==> config.mk <==
export PLATFORM = sky130hd
export DESIGN_NAME = core_inst_seq
export DESIGN_NICKNAME = d
export VERILOG_FILES = /design/src/rtl/core_inst_pkg.sv /design/src/rtl/inst_word_pack.sv /design/src/rtl/core_inst_seq.sv
export SDC_FILE = /design/constraint.sdc
export NUM_CORES = 1
export LEC_CHECK = 0
export ABC_AREA = 1
export BUFFER_PORTS_ARGS = -buffer_cell sky130_fd_sc_hd__buf_2
export CAP_MARGIN = 5
export CORE_ASPECT_RATIO = 1.2
export CORE_MARGIN = 2
export CORE_UTILIZATION = 40
export DETAILED_ROUTE_END_ITERATION = 10
export PLACE_DENSITY = 0.59
export SYNTH_ARGS = -nofsm -noshare
export SYNTH_HDL_FRONTEND = slang
export SYNTH_HIERARCHICAL = 1
export SYNTH_SLANG_ARGS = --single-unit
export TNS_END_PERCENT = 10
==> constraint.sdc <==
create_clock -name clk -period 5.7 [get_ports clk]
set_clock_uncertainty 0.15 [all_clocks]
set_input_delay 0.855 -clock clk [delete_from_list [all_inputs] [get_ports clk]]
set_output_delay 0.855 -clock clk [all_outputs]
set_load 0.02 [all_outputs]
==> src/rtl/core_inst_pkg.sv <==
// Shared types and inst-word bit positions for the core instruction sequencer.
package core_inst_pkg;

    localparam int INST_W  = 35;
    localparam int SRAM_AW = 11;

    localparam int INST_RELU   = 34;
    localparam int INST_ACCUM  = 33;
    localparam int INST_PCEN   = 32;
    localparam int INST_PWEN   = 31;
    localparam int INST_PA_LSB = 20;
    localparam int INST_XCEN   = 19;
    localparam int INST_XWEN   = 18;
    localparam int INST_XA_LSB = 7;
    localparam int INST_OFRD   = 6;
    localparam int INST_L0RD   = 3;
    localparam int INST_L0WR   = 2;
    localparam int INST_EXE    = 1;
    localparam int INST_KLD    = 0;

    // Both SRAMs deselected with write disabled, every other control low.
    localparam logic [INST_W-1:0] INST_IDLE = 35'h1_800C_0000;

    typedef enum logic [2:0] {
        S_IDLE, S_KLD, S_KARR, S_KGAP, S_ALD, S_EXEC, S_DRN, S_FIN
    } state_t;

    typedef struct packed {
        logic               relu;
        logic               accum;
        logic               pcen;
        logic               pwen;
        logic [SRAM_AW-1:0] paddr;
        logic               xcen;
        logic               xwen;
        logic [SRAM_AW-1:0] xaddr;
        logic               ofrd;
        logic               l0rd;
        logic               l0wr;
        logic               exe;
        logic               kld;
    } inst_fields_t;

endpackage

==> src/rtl/inst_word_pack.sv <==
// Packs decoded control fields into the 35-bit core instruction word.
module inst_word_pack
    import core_inst_pkg::*;
(
    input  inst_fields_t      f,
    output logic [INST_W-1:0] word
);

    always_comb begin
        word                            = '0;
        word[INST_RELU]                 = f.relu;
        word[INST_ACCUM]                = f.accum;
        word[INST_PCEN]                 = f.pcen;
        word[INST_PWEN]                 = f.pwen;
        word[INST_PA_LSB +: SRAM_AW]    = f.paddr;
        word[INST_XCEN]                 = f.xcen;
        word[INST_XWEN]                 = f.xwen;
        word[INST_XA_LSB +: SRAM_AW]    = f.xaddr;
        word[INST_OFRD]                 = f.ofrd;
        word[INST_L0RD]                 = f.l0rd;
        word[INST_L0WR]                 = f.l0wr;
        word[INST_EXE]                  = f.exe;
        word[INST_KLD]                  = f.kld;
    end

endmodule

==> src/rtl/core_inst_seq.sv <==
// Instruction sequencer: kernel load, activation load, execute and OFIFO drain per kij.
// Optional CORE_INST_SEQ_PERF_EN adds perf_cycles / perf_stall counters.
module core_inst_seq
    import core_inst_pkg::*;
#(
    parameter int COL     = 8,
    parameter int ADDR_W  = 11,
    parameter int NUM_KIJ = 9,
    parameter int LEN_W   = 11
) (
    input  logic              clk,
    input  logic              reset,
    input  logic              start,
    input  logic [ADDR_W-1:0] cfg_act_base,
    input  logic [ADDR_W-1:0] cfg_ker_base,
    input  logic [ADDR_W-1:0] cfg_psum_base,
    input  logic [LEN_W-1:0]  cfg_act_len,
    input  logic [LEN_W-1:0]  cfg_out_len,
    input  logic              cfg_relu,
    input  logic              ofifo_valid,
`ifdef CORE_INST_SEQ_PERF_EN
    output logic [31:0]       perf_cycles,
    output logic [31:0]       perf_stall,
`endif
    output logic [INST_W-1:0] inst,
    output logic              busy,
    output logic              done
);

    localparam int KW = (NUM_KIJ > 1) ? $clog2(NUM_KIJ) : 1;

    state_t            state_q, state_d;
    logic [LEN_W-1:0]  cnt_q, cnt_d;
    logic [LEN_W-1:0]  j_q, j_d;
    logic [KW-1:0]     k_q, k_d;
    logic              sub_q, sub_d;
    logic              err_addr_q, err_addr_d;
    logic [ADDR_W-1:0] act_base_q, act_base_d;
    logic [ADDR_W-1:0] ker_base_q, ker_base_d;
    logic [ADDR_W-1:0] psum_base_q, psum_base_d;
    logic [LEN_W-1:0]  act_len_q, act_len_d;
    logic [LEN_W-1:0]  out_len_q, out_len_d;
    logic              relu_q, relu_d;
    logic [INST_W-1:0] inst_q, inst_d;

    inst_fields_t      fields;
    logic [15:0]       xa_full;
    logic              last_pass;
    logic              drain_step;

    assign last_pass = (k_q == KW'(NUM_KIJ - 1));

    always_comb begin
        state_d     = state_q;
        cnt_d       = cnt_q;
        j_d         = j_q;
        k_d         = k_q;
        sub_d       = sub_q;
        err_addr_d  = err_addr_q;
        act_base_d  = act_base_q;
        ker_base_d  = ker_base_q;
        psum_base_d = psum_base_q;
        act_len_d   = act_len_q;
        out_len_d   = out_len_q;
        relu_d      = relu_q;
        drain_step  = 1'b0;
        fields      = '0;
        fields.pcen = 1'b1;
        fields.pwen = 1'b1;
        fields.xcen = 1'b1;
        fields.xwen = 1'b1;

        if (state_q == S_ALD) begin
            xa_full = 16'(act_base_q) + 16'(cnt_q);
        end else begin
            xa_full = 16'(ker_base_q) + 16'(k_q) * 16'(COL) + 16'(cnt_q);
        end

        case (state_q)
            S_IDLE: begin
                if (start) begin
                    act_base_d  = cfg_act_base;
                    ker_base_d  = cfg_ker_base;
                    psum_base_d = cfg_psum_base;
                    act_len_d   = cfg_act_len;
                    out_len_d   = cfg_out_len;
                    relu_d      = cfg_relu;
                    k_d         = '0;
                    cnt_d       = '0;
                    j_d         = '0;
                    sub_d       = 1'b0;
                    state_d     = (cfg_act_len == '0 || cfg_out_len == '0) ? S_FIN : S_KLD;
                end
            end
            S_KLD, S_ALD: begin
                // L0 write trails the xmem read by one cycle (SRAM read latency).
                if (cnt_q < ((state_q == S_KLD) ? LEN_W'(COL) : act_len_q)) begin
                    fields.xcen  = 1'b0;
                    fields.xaddr = xa_full[SRAM_AW-1:0];
                    if (xa_full >= 16'd1024) err_addr_d = 1'b1;
                end
                fields.l0wr = (cnt_q != '0);
                if (cnt_q == ((state_q == S_KLD) ? LEN_W'(COL) : act_len_q)) begin
                    cnt_d   = '0;
                    state_d = (state_q == S_KLD) ? S_KARR : S_EXEC;
                end else begin
                    cnt_d = cnt_q + LEN_W'(1);
                end
            end
            S_KARR: begin
                fields.l0rd = 1'b1;
                fields.kld  = 1'b1;
                if (cnt_q == LEN_W'(COL - 1)) begin
                    cnt_d   = '0;
                    state_d = S_KGAP;
                end else begin
                    cnt_d = cnt_q + LEN_W'(1);
                end
            end
            S_KGAP: begin
                state_d = S_ALD;
            end
            S_EXEC: begin
                fields.l0rd = 1'b1;
                fields.exe  = 1'b1;
                if (cnt_q == act_len_q - LEN_W'(1)) begin
                    cnt_d   = '0;
                    j_d     = '0;
                    sub_d   = 1'b0;
                    state_d = S_DRN;
                end else begin
                    cnt_d = cnt_q + LEN_W'(1);
                end
            end
            S_DRN: begin
                fields.paddr = SRAM_AW'(psum_base_q) + SRAM_AW'(j_q);
                if (k_q == '0) begin
                    if (ofifo_valid) begin
                        fields.ofrd = 1'b1;
                        fields.pcen = 1'b0;
                        fields.pwen = 1'b0;
                        fields.relu = relu_q & last_pass;
                        drain_step  = 1'b1;
                    end else begin
                        fields.paddr = '0;
                    end
                end else if (!sub_q) begin
                    if (ofifo_valid) begin
                        fields.pcen = 1'b0;
                        sub_d       = 1'b1;
                    end else begin
                        fields.paddr = '0;
                    end
                end else begin
                    // Write-back of psum + new output; the word is still at the OFIFO head.
                    fields.ofrd  = 1'b1;
                    fields.accum = 1'b1;
                    fields.pcen  = 1'b0;
                    fields.pwen  = 1'b0;
                    fields.relu  = relu_q & last_pass;
                    sub_d        = 1'b0;
                    drain_step   = 1'b1;
                end
                if (drain_step) begin
                    if (j_q == out_len_q - LEN_W'(1)) begin
                        if (last_pass) begin
                            state_d = S_FIN;
                        end else begin
                            k_d     = k_q + KW'(1);
                            cnt_d   = '0;
                            state_d = S_KLD;
                        end
                    end else begin
                        j_d = j_q + LEN_W'(1);
                    end
                end
            end
            S_FIN: begin
                state_d = S_IDLE;
            end
            default: begin
                state_d = S_IDLE;
            end
        endcase
    end

    inst_word_pack u_pack (
        .f    (fields),
        .word (inst_d)
    );

    always_ff @(posedge clk) begin
        if (!reset) begin
            state_q     <= S_IDLE;
            cnt_q       <= '0;
            j_q         <= '0;
            k_q         <= '0;
            sub_q       <= 1'b0;
            err_addr_q  <= 1'b0;
            act_base_q  <= '0;
            ker_base_q  <= '0;
            psum_base_q <= '0;
            act_len_q   <= '0;
            out_len_q   <= '0;
            relu_q      <= 1'b0;
            inst_q      <= INST_IDLE;
        end else begin
            state_q     <= state_d;
            cnt_q       <= cnt_d;
            j_q         <= j_d;
            k_q         <= k_d;
            sub_q       <= sub_d;
            err_addr_q  <= err_addr_d;
            act_base_q  <= act_base_d;
            ker_base_q  <= ker_base_d;
            psum_base_q <= psum_base_d;
            act_len_q   <= act_len_d;
            out_len_q   <= out_len_d;
            relu_q      <= relu_d;
            inst_q      <= inst_d;
        end
    end

    assign inst = inst_q;
    assign busy = (state_q != S_IDLE);
    assign done = (state_q == S_FIN);

`ifdef CORE_INST_SEQ_PERF_EN
    logic [31:0] perf_cycles_q, perf_cycles_d;
    logic [31:0] perf_stall_q, perf_stall_d;

    always_comb begin
        perf_cycles_d = perf_cycles_q;
        perf_stall_d  = perf_stall_q;
        if (state_q == S_IDLE && start) begin
            perf_cycles_d = '0;
            perf_stall_d  = '0;
        end else begin
            if (state_q != S_IDLE) perf_cycles_d = perf_cycles_q + 32'd1;
            if (state_q == S_DRN && !ofifo_valid) perf_stall_d = perf_stall_q + 32'd1;
        end
    end

    always_ff @(posedge clk) begin
        if (!reset) begin
            perf_cycles_q <= '0;
            perf_stall_q  <= '0;
        end else begin
            perf_cycles_q <= perf_cycles_d;
            perf_stall_q  <= perf_stall_d;
        end
    end

    assign perf_cycles = perf_cycles_q;
    assign perf_stall  = perf_stall_q;
`endif

endmodule

==> results_tabular.tex <==
\begin{tabular}{lr}
\hline
Metric & Value \\
\hline
\multicolumn{2}{l}{\textbf{Placement}} \\
Port bufs & 96 \\
Weighted congestion reported at the end of routability-driven placement & 0.9085 \\
Post-detail-place hpwl & 16,040 um \\
\multicolumn{2}{l}{\textbf{Worst setup path}} \\
Critical path data required time & roughly 5.9 ns \\
Reg-to-reg critical path startpoint & state\_q[2] \\
Crit path capture type & register \\
Crit path launch type & register \\
Worst setup startpoint & state\_q[2] \\
Number of cells traversed by the worst register-to-register path & 11 \\
Critical path class & reg2reg \\
Worst setup path end & state\_q[1] \\
Arr. time, crit path & 3.30 ns \\
CP max FO & 12 \\
Cell type group with the largest total delay on the critical path & simple AND/OR/NAND/NOR gates \\
Number of buffer and inverter stages on the critical path & 2 \\
Critical path depth & 11 \\
RR Endpoint & state\_q[1] \\
CP max stage cell & sky130\_fd\_sc\_hd\_\_nand3\_1 \\
Worst reg-to-reg setup slack & between 2 and 3 ns \\
Ordered cell list for the critical path & inv\_1, nand3\_1, nand2\_1, inv\_1, ha\_1, nand3\_1, o41ai\_1, nand3\_1, nor2\_1, nor2\_1, nor2\_1 \\
Biggest cell delay along the critical path & about 0.50 ns \\
\multicolumn{2}{l}{\textbf{STA}} \\
Relative slew margins & 51.09\% \\
Setup repair after global routing missed its margin & false \\
Crit share post-route & 54.15\% \\
Transition time of the tightest slew-check pin & 0.7336 ns \\
Final-report max-slew violation count & 0 \\
Setup TNS Final & 0 ns \\
Upper clock frequency limit & 0.3240 GHz \\
Final hold viol count & 0 \\
Final Critical Period & 3.087 ns \\
\# setup viols final & 0 \\
\multicolumn{2}{l}{\textbf{Routing}} \\
ANT nets after route & 0 \\
Post-detailed-route wirelength per cell & 14.54 um \\
Total DRC errors in the routed layout & 0 \\
Number of DRC violations after detailed-routing iteration 0 & 358 \\
Detailed-route wire length & 21,820 um \\
Vias & 7,558 \\
First-pass DRT Iterations & 6 \\
Via density & $\sim$5.0 \\
\multicolumn{2}{l}{\textbf{Floorplanning}} \\
Number of placement rows & 56 \\
IO Pins & between 90 and 100 \\
Initial Utilization & 40.78\% \\
Die Footprint & 21,080 um\^{}2 \\
Core Region & 19,550 um\^{}2 \\
Chip Height & 158.7 um \\
Overall die width & $\sim$130 um \\
\multicolumn{2}{l}{\textbf{Yosys}} \\
Post-Syn Area & $\sim$8000 um\^{}2 \\
Top post-synthesis cells by count & sky130\_fd\_sc\_hd\_\_nand2\_1, sky130\_fd\_sc\_hd\_\_inv\_1, sky130\_fd\_sc\_hd\_\_a21oi\_1 \\
Async S/R FF share, synth & 0\% \\
Leading cell types by total area after synthesis & sky130\_fd\_sc\_hd\_\_dfxtp\_1, sky130\_fd\_sc\_hd\_\_nand2\_1, sky130\_fd\_sc\_hd\_\_ha\_1, sky130\_fd\_sc\_hd\_\_a21oi\_1, sky130\_fd\_sc\_hd\_\_nand3\_1 \\
Library cell with the highest instance count after synthesis & sky130\_fd\_sc\_hd\_\_nand2\_1 \\
Count of state elements after synthesis & 121 \\
Cell type contributing the most total cell area after synthesis & sky130\_fd\_sc\_hd\_\_dfxtp\_1 \\
Synthesized netlist cell count & 1,182 \\
Top flip-flop cell by instance count after synthesis & sky130\_fd\_sc\_hd\_\_dfxtp\_1 \\
Yosys Warn Count & 6 \\
Proportion of synthesized chip area in sequential cells & 30.38\% \\
Number of enable-type register cells in the synthesized netlist & 0 \\
Number of different library cells in the post-synthesis netlist & 44 \\
Fraction of post-synthesis cell area in the top cell type by area & a little under a third \\
Mapped Avg Cell Area & 6.745 um\^{}2 \\
\multicolumn{2}{l}{\textbf{Layout}} \\
Layout area overhead & 12.48\% \\
Fraction of final layout cells with drive strength greater than 1 & between 10\% and 20\% \\
Inserted Diodes & 0 \\
Util after Layout & 45.87\% \\
Number of nets in the finished design & between 1,000 and 1,500 \\
Storage element area & 2422 um\^{}2 \\
Layout fillers & 2,082 \\
Multi-input logic area & 4553 um\^{}2 \\
\multicolumn{2}{l}{\textbf{CTS}} \\
Clock root buffer master & sky130\_fd\_sc\_hd\_\_clkbuf\_16 \\
Clock latency on the worst-skew pair & 0.43 ns \\
TritonCTS buffer count & 17 \\
Number of sinks handled by clock tree synthesis & about 120 \\
\# resized after CTS & 0 \\
Number of post-CTS setup repair buffers & 0 \\
H-tree depth & 4 \\
Buffers from clock root to sink, at most & 2 \\
TritonCTS clock tree & yes \\
Number of buffers added to fix hold violations after cts & 0 \\
Clock slew at reported path FFs & about 0.07 ns \\
\multicolumn{2}{l}{\textbf{Global routing}} \\
Largest net degree at the start of global routing & 65 \\
Combined global-route utilization of all metal layers & 21.47\% \\
Via count of the first global-routing pass & around 7,400 \\
GR Overflow Total & 0 \\
Antenna violations before repair & 0 \\
Wire length of the first global-routing pass & 35,970 um \\
\multicolumn{2}{l}{\textbf{Hold path}} \\
Worst hold path type & reg2reg \\
\multicolumn{2}{l}{\textbf{Status}} \\
Run status & completed \\
\multicolumn{2}{l}{\textbf{Flow run}} \\
Max-cap violations & 0 \\
\multicolumn{2}{l}{\textbf{Power}} \\
Worst IR drop on VDD & about 270 uV \\
PD cells & 467.2 nW/um\^{}2 \\
Leakage power figure & 0.004248 uW \\
\hline
\end{tabular}
[per-layer routing]
metal	track usage, %	share of wire [%]	up-vias
met1	23.71	42	3500
li1	-	-	3904
met3	3.884	3.6	31
met5	0	0	-
met2	41.15	52	123
met4	7.578	1.8	0
[area by class of cell]
class	count	share of cell area, %
clock inverters	13	1.786
repair buffers	101	5.776
well taps	261	3.642
multi-input cells	840	50.77
flip-flops and latches	121	27.01
inverters	145	6.069
clock buffers	19	4.939
[registers in the layout (all words and copies together) (netlist names)]
| register | count |
|---|---|
| act_base_q | 11 |
| act_len_q | 11 |
| relu_q | 1 |
| j_q | 11 |
| sub_q | 1 |
| cnt_q | 11 |
| out_len_q | 11 |
| ker_base_q | 11 |
| state_q | 3 |
| k_q | 4 |
| psum_base_q | 11 |
| inst | 35 |
[logic make-up (layout without fill, tap and decap cells)]
kind of cell,count (synthesis),after routing,synth area share (%)
simple gates,540,540,29.19
buf+inv,222,278,12.59
fa+ha+maj,60,60,10.08
other cells,2,3,0.09420
compound gates,199,199,13.50
xor+xnor,38,38,4.175
flops,121,121,30.38
[power by group]
group | switching, uW | total (uW) | internal, uW
Clock | 444 | 1110 | 669
Combinational | 1250 | 1870 | 615
Sequential | 171 | 1210 | 1040
Total | 1870 | 4190 | 2320
[how the worst min path moves through the flow]
stage / start / endpoint / slack, ns / depth (start not counted)
floorplan: relu_q / relu_q / 0.28 / 2
global placement: psum_base_q[0] / psum_base_q[0] / 0.31 / 2
detailed placement: psum_base_q[4] / psum_base_q[4] / 0.31 / 2
CTS: psum_base_q[4] / psum_base_q[4] / 0.32 / 2
global route: psum_base_q[7] / psum_base_q[7] / 0.34 / 2
finish: psum_base_q[4] / psum_base_q[4] / 0.32 / 2
[worst reg2reg max path: stages, from the launching register on]
cell,delay (ns)
sky130_fd_sc_hd__dfxtp_1,0.34
sky130_fd_sc_hd__inv_1,0.17
sky130_fd_sc_hd__nand3_1,0.37
sky130_fd_sc_hd__nand2_1,0.16
sky130_fd_sc_hd__inv_1,0.05
sky130_fd_sc_hd__ha_1,0.28
sky130_fd_sc_hd__nand3_1,0.08
sky130_fd_sc_hd__o41ai_1,0.42
sky130_fd_sc_hd__nand3_1,0.50
sky130_fd_sc_hd__nor2_1,0.34
sky130_fd_sc_hd__nor2_1,0.07
sky130_fd_sc_hd__nor2_1,0.09
[cell usage in the layout, fill, tap and decap left out, types with 5 or more instances in the layout]
cell / n
sky130_fd_sc_hd__nor2_1: 89
sky130_fd_sc_hd__xnor2_1: 11
sky130_fd_sc_hd__xor2_1: 27
sky130_fd_sc_hd__clkbuf_16: 17
sky130_fd_sc_hd__o221ai_1: 5
sky130_fd_sc_hd__nor3_1: 17
sky130_fd_sc_hd__nor4_1: 9
sky130_fd_sc_hd__inv_1: 141
sky130_fd_sc_hd__buf_2: 96
sky130_fd_sc_hd__nand4_1: 13
sky130_fd_sc_hd__fa_1: 7
sky130_fd_sc_hd__buf_4: 5
sky130_fd_sc_hd__ha_1: 53
sky130_fd_sc_hd__o21ai_0: 48
sky130_fd_sc_hd__nand2_1: 276
sky130_fd_sc_hd__dfxtp_1: 121
sky130_fd_sc_hd__nand3_1: 113
sky130_fd_sc_hd__a21oi_1: 125
sky130_fd_sc_hd__or2_2: 7
[stage by stage]
step | instance area (um^2) | instances | setup WS (ns) | power [uW] | hold WS (ns)
2_1_floorplan | 7976 | 1183 | 2.895 | 2690 | 0.2807
3_3_place_gp | 8364 | 1468 | 2.631 | 3072 | 0.3058
3_5_place_dp | 8364 | 1468 | 2.637 | 3087 | 0.3117
4_1_cts | 8967 | 1500 | 2.621 | 4214 | 0.3200
5_1_grt | 8967 | 1500 | 2.205 | 4549 | 0.3379
6_report | 8967 | 1500 | 2.613 | 4189 | 0.3174
Power figures use the tool's default switching activity.
